`src/rtl/lcd_par8_driver.sv`:
```
`timescale 1ns/1ps
// lcd_par8_driver
// Byte-serialising driver for an ILI9341 panel on an 8-bit 8080-style bus.
// After reset it runs the panel power-up/init sequence by itself. It then
// streams one RGB565 pixel per accepted pix_clk as two data writes. A
// reset_cursor pulse re-sends the column/row window so GRAM writes restart
// at (0,0).
//
// Ports
//   clk_16MHz    in   sole clock, rising edge
//   resetn       in   asynchronous active-low reset
//   pix_data     in   RGB565 pixel, sampled only on an accepted pix_clk
//   pix_clk      in   one-cycle pixel strobe
//   reset_cursor in   one-cycle request to re-home the write window
//   busy         out  pix_clk is not accepted while high
//   nreset       out  panel RESX
//   cmd_data     out  panel D/CX (0 = command, 1 = data)
//   write_edge   out  panel WRX, panel latches on its rising edge
//   dout         out  panel D[7:0]
//
// State table
//   state      | meaning
//   S_RST_LOW  | nreset held low for RESET_HOLD cycles
//   S_RST_WAIT | nreset high, wait RESET_WAIT cycles
//   S_SLPOUT   | write command 0x11
//   S_SLP_WAIT | wait SLEEP_WAIT cycles
//   S_INIT     | stream the 5-byte init list
//   S_WINDOW   | stream the 11-byte window list (cols 0-319, rows 0-239, RAMWR)
//   S_PIXEL    | stream pixel hi byte then lo byte
//   S_IDLE     | accept pix_clk / reset_cursor, serve a pending cursor request
//
// Timing convention: each wait state loads its counter with N-1 and leaves on
// the edge where the counter is already zero, so it occupies exactly N cycles.
// Every byte takes two cycles (write_edge low, then high); the high cycle of
// the last byte of a burst is already S_IDLE with busy low. Counting the
// release of resetn as edge 0, busy first reads low after edge
// RESET_HOLD + RESET_WAIT + SLEEP_WAIT + 33, one cycle ahead of the nominal
// RESET_HOLD + RESET_WAIT + 2 + SLEEP_WAIT + 32 budget because the final
// rising write_edge and the first idle cycle coincide.

module lcd_par8_driver #(
  parameter int RESET_HOLD = 160,
  parameter int RESET_WAIT = 1920000,
  parameter int SLEEP_WAIT = 1920000
) (
  input  logic        clk_16MHz,
  input  logic        resetn,
  input  logic [15:0] pix_data,
  input  logic        pix_clk,
  input  logic        reset_cursor,
  output logic        busy,
  output logic        nreset,
  output logic        cmd_data,
  output logic        write_edge,
  output logic [7:0]  dout
);

  localparam int MAX_HW   = (RESET_HOLD > RESET_WAIT) ? RESET_HOLD : RESET_WAIT;
  localparam int MAX_WAIT = (MAX_HW > SLEEP_WAIT) ? MAX_HW : SLEEP_WAIT;
  localparam int CW       = (MAX_WAIT > 1) ? $clog2(MAX_WAIT + 1) : 1;

  localparam logic [CW-1:0] HOLD_LD  = CW'(RESET_HOLD - 1);
  localparam logic [CW-1:0] WAIT_LD  = CW'(RESET_WAIT - 1);
  localparam logic [CW-1:0] SLEEP_LD = CW'(SLEEP_WAIT - 1);

  localparam logic [3:0] INIT_LAST = 4'd4;
  localparam logic [3:0] WIN_LAST  = 4'd10;

  typedef enum logic [2:0] {
    S_RST_LOW,
    S_RST_WAIT,
    S_SLPOUT,
    S_SLP_WAIT,
    S_INIT,
    S_WINDOW,
    S_PIXEL,
    S_IDLE
  } state_t;

  state_t        state, state_n;
  logic          ph, ph_n;          // 0: write_edge low cycle, 1: high cycle
  logic [3:0]    idx, idx_n;
  logic [CW-1:0] cnt, cnt_n;
  logic          pend, pend_n;
  logic [7:0]    pix_lo, pix_lo_n;

  logic          busy_n, nreset_n, cmd_data_n, write_edge_n;
  logic [7:0]    dout_n;
  logic [8:0]    byte_n;            // {cmd_data, dout} of the byte being started

  function automatic logic [8:0] init_rom(input logic [3:0] i);
    case (i)
      4'd0:    init_rom = {1'b0, 8'h3A};
      4'd1:    init_rom = {1'b1, 8'h55};
      4'd2:    init_rom = {1'b0, 8'h36};
      4'd3:    init_rom = {1'b1, 8'h28};
      default: init_rom = {1'b0, 8'h29};
    endcase
  endfunction

  function automatic logic [8:0] window_rom(input logic [3:0] i);
    case (i)
      4'd0:    window_rom = {1'b0, 8'h2A};
      4'd1:    window_rom = {1'b1, 8'h00};
      4'd2:    window_rom = {1'b1, 8'h00};
      4'd3:    window_rom = {1'b1, 8'h01};
      4'd4:    window_rom = {1'b1, 8'h3F};
      4'd5:    window_rom = {1'b0, 8'h2B};
      4'd6:    window_rom = {1'b1, 8'h00};
      4'd7:    window_rom = {1'b1, 8'h00};
      4'd8:    window_rom = {1'b1, 8'h00};
      4'd9:    window_rom = {1'b1, 8'hEF};
      default: window_rom = {1'b0, 8'h2C};
    endcase
  endfunction

  always_ff @(posedge clk_16MHz or negedge resetn) begin
    if (!resetn) begin
      state      <= S_RST_LOW;
      ph         <= 1'b0;
      idx        <= '0;
      cnt        <= HOLD_LD;
      pend       <= 1'b0;
      pix_lo     <= '0;
      busy       <= 1'b1;
      nreset     <= 1'b0;
      cmd_data   <= 1'b0;
      write_edge <= 1'b1;
      dout       <= '0;
    end else begin
      state      <= state_n;
      ph         <= ph_n;
      idx        <= idx_n;
      cnt        <= cnt_n;
      pend       <= pend_n;
      pix_lo     <= pix_lo_n;
      busy       <= busy_n;
      nreset     <= nreset_n;
      cmd_data   <= cmd_data_n;
      write_edge <= write_edge_n;
      dout       <= dout_n;
    end
  end

  always_comb begin
    state_n  = state;
    ph_n     = ph;
    idx_n    = idx;
    cnt_n    = cnt;
    // A cursor request seen while busy is remembered once; repeats merge.
    pend_n   = pend | (busy & reset_cursor);
    pix_lo_n = pix_lo;

    case (state)
      S_RST_LOW: begin
        if (cnt == '0) begin
          state_n = S_RST_WAIT;
          cnt_n   = WAIT_LD;
        end else begin
          cnt_n = cnt - CW'(1);
        end
      end
      S_RST_WAIT: begin
        if (cnt == '0) begin
          state_n = S_SLPOUT;
          ph_n    = 1'b0;
        end else begin
          cnt_n = cnt - CW'(1);
        end
      end
      S_SLPOUT: begin
        if (!ph) begin
          ph_n = 1'b1;
        end else begin
          state_n = S_SLP_WAIT;
          cnt_n   = SLEEP_LD;
        end
      end
      S_SLP_WAIT: begin
        if (cnt == '0) begin
          state_n = S_INIT;
          idx_n   = '0;
          ph_n    = 1'b0;
        end else begin
          cnt_n = cnt - CW'(1);
        end
      end
      S_INIT: begin
        if (!ph) begin
          ph_n = 1'b1;
        end else if (idx == INIT_LAST) begin
          state_n = S_WINDOW;
          idx_n   = '0;
          ph_n    = 1'b0;
        end else begin
          idx_n = idx + 4'd1;
          ph_n  = 1'b0;
        end
      end
      S_WINDOW: begin
        if (!ph) begin
          // The rising cycle of the last byte is spent in idle.
          if (idx == WIN_LAST) state_n = S_IDLE;
          ph_n = 1'b1;
        end else begin
          idx_n = idx + 4'd1;
          ph_n  = 1'b0;
        end
      end
      S_PIXEL: begin
        if (!ph) begin
          if (idx != '0) state_n = S_IDLE;
          ph_n = 1'b1;
        end else begin
          idx_n = 4'd1;
          ph_n  = 1'b0;
        end
      end
      S_IDLE: begin
        if (pend) begin
          state_n = S_WINDOW;
          idx_n   = '0;
          ph_n    = 1'b0;
          pend_n  = busy & reset_cursor;
        end else if (reset_cursor) begin
          state_n = S_WINDOW;
          idx_n   = '0;
          ph_n    = 1'b0;
        end else if (pix_clk) begin
          state_n  = S_PIXEL;
          idx_n    = '0;
          ph_n     = 1'b0;
          pix_lo_n = pix_data[7:0];
        end
      end
      default: state_n = S_RST_LOW;
    endcase
  end

  always_comb begin
    case (state_n)
      S_SLPOUT: byte_n = {1'b0, 8'h11};
      S_INIT:   byte_n = init_rom(idx_n);
      S_WINDOW: byte_n = window_rom(idx_n);
      S_PIXEL:  byte_n = (idx_n == '0) ? {1'b1, pix_data[15:8]} : {1'b1, pix_lo};
      default:  byte_n = {cmd_data, dout};
    endcase

    nreset_n = (state_n != S_RST_LOW);
    // Idle with a cursor request still pending is not free for pixels.
    busy_n   = !((state_n == S_IDLE) && !pend_n);

    write_edge_n = 1'b1;
    cmd_data_n   = cmd_data;
    dout_n       = dout;
    // Bus data only moves together with a falling write_edge.
    if (!ph_n && (state_n inside {S_SLPOUT, S_INIT, S_WINDOW, S_PIXEL})) begin
      write_edge_n = 1'b0;
      cmd_data_n   = byte_n[8];
      dout_n       = byte_n[7:0];
    end
  end

endmodule
```
`config.mk`:
```
export PLATFORM = sky130hd
export DESIGN_NAME = lcd_par8_driver
export DESIGN_NICKNAME = d
export VERILOG_FILES = /design/src/rtl/lcd_par8_driver.sv
export SDC_FILE = /design/constraint.sdc
export NUM_CORES = 1
export LEC_CHECK = 0
export ABC_AREA = 1
export CAP_MARGIN = 15
export CELL_PAD_IN_SITES_DETAIL_PLACEMENT = 1
export CELL_PAD_IN_SITES_GLOBAL_PLACEMENT = 1
export CORE_ASPECT_RATIO = 0.6
export CORE_MARGIN = 4
export CORE_UTILIZATION = 42
export DETAILED_ROUTE_END_ITERATION = 12
export PLACE_DENSITY = 0.84
export SETUP_SLACK_MARGIN = 0.2
export SYNTH_ARGS = -nofsm -noshare
export SYNTH_HDL_FRONTEND = slang
export SYNTH_SLANG_ARGS = --single-unit
```
`constraint.sdc`:
```
create_clock -name clk_16MHz -period 2.65 [get_ports clk_16MHz]
set_input_delay 0.265 -clock clk_16MHz [delete_from_list [all_inputs] [get_ports clk_16MHz]]
set_output_delay 0.265 -clock clk_16MHz [all_outputs]
set_load 0.05 [all_outputs]
```
==> results.tsv <==
stage	metric	value	unit
timing	Setup-failing EPs final	0	
cells_and_area	Antenna Diode Count	0	
power_and_ir_drop	power share of the clock group	0.448	
synthesis	Post-synth EDFFs	0	
floorplan	Die H	75.4	µm
global_route	largest net degree at the start of global routing	36	
synthesis	top-area cell type share of the netlist area	0.330	
clock_network	root buffer cell	clkbuf_16	
clock_network	CTS buffer count	5	
placed_design	Placer Congestion	0.947	
worst_setup_path	Crit path buffers/inverters	4	
synthesis	Syn Area/Cell	7.20	µm²
synthesis	synth warn	0	
worst_setup_path	reg-to-reg critical path startpoint	idx[1]	
worst_setup_path	register-to-register path setup slack	0.34	ns
synthesis	synthesized instance count	442	
hold_path	Hold WC Path Type	in -> async	
floorplan	Chip Width	120	µm
placed_design	Post-Place Setup Slack	0.0536	ns
clock_network	# H-tree levels	2	
placed_design	Placed Area	3640	µm²
power_and_ir_drop	Cell Pwr Density	370	nW/µm²
clock_network	clock tree buffer depth	2	
worst_setup_path	Crit. path cell count	16	
worst_setup_path	Top Family by Delay on Critical Path	simple AND/OR/NAND/NOR gates	
timing	Final WS setup	0.335	ns
worst_setup_path	Setup CP Type	reg -> reg	
power_and_ir_drop	Leak Pwr	1.94	nW
cells_and_area	final net count	520	
synthesis	Synth area leader	dfrtp_1	
power_and_ir_drop	Max rail drop VDD	0.233	mV
worst_setup_path	arrival time worst endpoint	2.51	ns
worst_setup_path	Slowest cell on crit path	dfrtp_2	
timing	Final Cycle Share	0.873	
clock_network	TritonCTS clock tree	yes	
synthesis	main flop type after synthesis	dfrtp_1	
drt	Iter 0 DRT Violations	202	
floorplan	core area	7330	µm²
synthesis	Synth area leaders	dfrtp_1 (33%), nand2_1 (13%), nand3_1 (7.5%), nor2_1 (6.8%), dfstp_2 (6.6%)	
synthesis	FFs w/ async S/R, synth	1.00	
global_route	gr usage total	0.225	
worst_setup_path	crit path max fanout	7	
worst_setup_path	Worst Path Required	2.84	ns
global_route	vias in the first global route	3265	
timing	max-slew violations	0	
timing	setup TNS	0	ns
timing	Worst Tran Pin Value	0.552	ns
drt	vias per inst	5.32	
cells_and_area	layout cells sized above 1	0.204	
floorplan	I/O pin count	32	
drt	antenna viol nets, final	0	
synthesis	top-count cell post-synth	nand2_1	
worst_setup_path	Critical Path Start	idx[1]	
power_and_ir_drop	Net Sw Power	324	µW
worst_setup_path	reg2reg end	dout[0]	
synthesis	syn_nets	467	
drt	per-cell routed wire length	16.9	µm
outcome	run status	finished, final reports clean	
global_route	initial antenna violation count	0	
floorplan	starting density of the core	0.434	
timing	final hold vios	0	
timing	final setup skew	0.00639	ns
drt	iteration count of the initial detailed-routing pass	4	
power_and_ir_drop	Comb pwr share	0.038	
worst_setup_path	CP Launch Type	flop	
drt	via count	3191	
timing	Final min period	2.31	ns
synthesis	Syn Std Cell Area	3180	µm²
global_route	first-pass GRT wire length	16.2	mm
timing	RSZ-0062 raised after global routing	yes	
worst_setup_path	CP Cell Sequence	inv_2 > ha_4 > nand2_1 > nor2_4 > nand3_2 > nand2_2 > inv_2 > nor2_4 > nand3b_4 > nor2_4 > buf_4 > nand3b_1 > nand3_1 > nand3_1 > nand2_1 > inv_1	
clock_network	Worst-Skew Late Latency	0.30	ns
timing	worst rel slew slack	0.631	
floorplan	DIE AREA	9080	µm²
placed_design	Buffers on Ports	31	
worst_setup_path	Crit path top cell by count	nor2_4	
global_route	total grt overflow	0	
synthesis	sequential cell area fraction in the yosys report	0.396	
drt	routed wire length	10.2	mm
power_and_ir_drop	Sw Ratio	0.216	
clock_network	CTS clk-pin slew, worst paths	0.07	ns
clock_network	clock sinks	50	
worst_setup_path	slowest cell delay on critical path	0.46	ns
worst_setup_path	CP endpoint kind	flop	
placed_design	Post-DP HPWL	7.49	mm
power_and_ir_drop	Seq pwr share	0.514	
cells_and_area	Final Cell Area	4050	µm²
synthesis	count of cell types in the netlist	38	
drt	DRC violations left	0	
timing	Max Clk Rate	432	MHz
floorplan	row count	24	
worst_setup_path	Setup crit end	dout[0]	
power_and_ir_drop	Int Power	1.17	mW
cells_and_area	Area Overhead vs Synth	27.2	%
synthesis	Commonest cells post-synth	nand2_1 (113), nor2_1 (58), nand3_1 (48), inv_1 (43), dfrtp_1 (42)	
synthesis	Yosys reg bits	50	
worst_setup_path	worst-case reg-to-reg path depth	16	
flow_run	max_cap viols	0	
## sequential cells by signal, indices dropped and copies added (netlist names)
| signal | count |
|---|---|
| cnt | 21 |
| pend | 1 |
| pix_lo | 8 |
| ph | 1 |
| cmd_data | 1 |
| nreset | 1 |
| write_edge | 1 |
| state | 3 |
| busy | 1 |
| idx | 4 |
| dout | 8 |
## cells by family (layout without fill, tap and decap cells)
| kind of cell | Yosys count | count (layout) | share of synthesized area |
|---|---|---|---|
| AND/OR/NAND/NOR | 267 | 267 | 0.403 |
| multiplexers | 1 | 1 | 0.00354 |
| adder cells (fa/ha/maj) | 5 | 5 | 0.0197 |
| buffers and inverters | 58 | 112 | 0.0735 |
| flip-flops | 50 | 50 | 0.396 |
| XOR/XNOR | 2 | 2 | 0.00550 |
| AO/OA/AOI/OAI | 59 | 59 | 0.0987 |
## stage by stage
stage               power [mW]  hold slack [ns]  utilization  cells
floorplan                0.792          -0.0306            -    442
global placement         0.838            0.190        0.496    578
detailed placement       0.841            0.197        0.496    578
CTS                       1.50            0.419        0.520    589
global route              1.54            0.439        0.553    600
finish                    1.50            0.406        0.553    600
## worst reg2reg max path: stages (launching register included)
cell      delay [ns]
dfrtp_2         0.46
inv_2           0.08
ha_4            0.14
nand2_1         0.08
nor2_4          0.18
nand3_2         0.10
nand2_2         0.09
inv_2           0.04
nor2_4          0.13
nand3b_4        0.13
nor2_4          0.25
buf_4           0.17
nand3b_1        0.07
nand3_1         0.12
nand3_1         0.09
nand2_1         0.06
inv_1           0.03
## cell type report
class	count	area (µm²)
clock inverters	1	5.00
repair buffers	53	489
inverters	51	191
multi-input cells	334	1830
clock buffers	7	143
flip-flops and latches	50	1260
fillers	960	3280
well taps	104	130
## cell usage in the layout (no fill, tap or decap), drive strengths merged, types with 2 or more instances in the layout
cell type and instances:
dfrtp 42, ha 5, or2 2, a21oi 23, nand3 50, nand4 3, inv 51, o31ai 2
o21ai 28, nor3 7, clkdlybuf4s50 30, nand2 121, nand3b 12, dfstp 8, clkbuf 7, buf 22
nor2 71
## power groups by stage
stage                     Combinational [mW]  Sequential (mW)  Clock, mW
final                                 0.0567            0.769      0.672
after global routing                  0.0627            0.769      0.710
after CTS                             0.0579            0.769      0.676
after detailed placement              0.0569            0.784          0
after global placement                0.0549            0.783          0
after floorplan                      0.00849            0.783          0
## layer usage
metal	share of wire	vias up	track usage
li1	-	1539	-
met1	0.48	1560	0.319
met2	0.45	80	0.365
met3	0.052	12	0.0460
met4	0.0093	0	0.0427
met5	0	-	0
## timing repair
| item | 4_1_cts | 5_1_grt |
|---|---|---|
| pin swaps | 1 | 8 |
| endpoints found under the setup margin | 9 | 18 |
| endpoints found under the hold margin | 9 | 0 |
| resized for setup | 2 | 38 |
| setup buffers | 2 | 11 |
| hold buffers | 1 | 0 |
## how the worst min path moves through the flow
| stage | from | end | slack [ns] | cells after the start |
|---|---|---|---|---|
| after floorplan | resetn | cmd_data | -0.03 | 0 |
| after global placement | resetn | cnt[12] | 0.19 | 1 |
| after detailed placement | resetn | cnt[9] | 0.20 | 1 |
| after CTS | resetn | cnt[9] | 0.42 | 2 |
| after global routing | resetn | cnt[9] | 0.44 | 2 |
| final | resetn | cnt[9] | 0.41 | 2 |
Power figures use the tool's default switching activity.
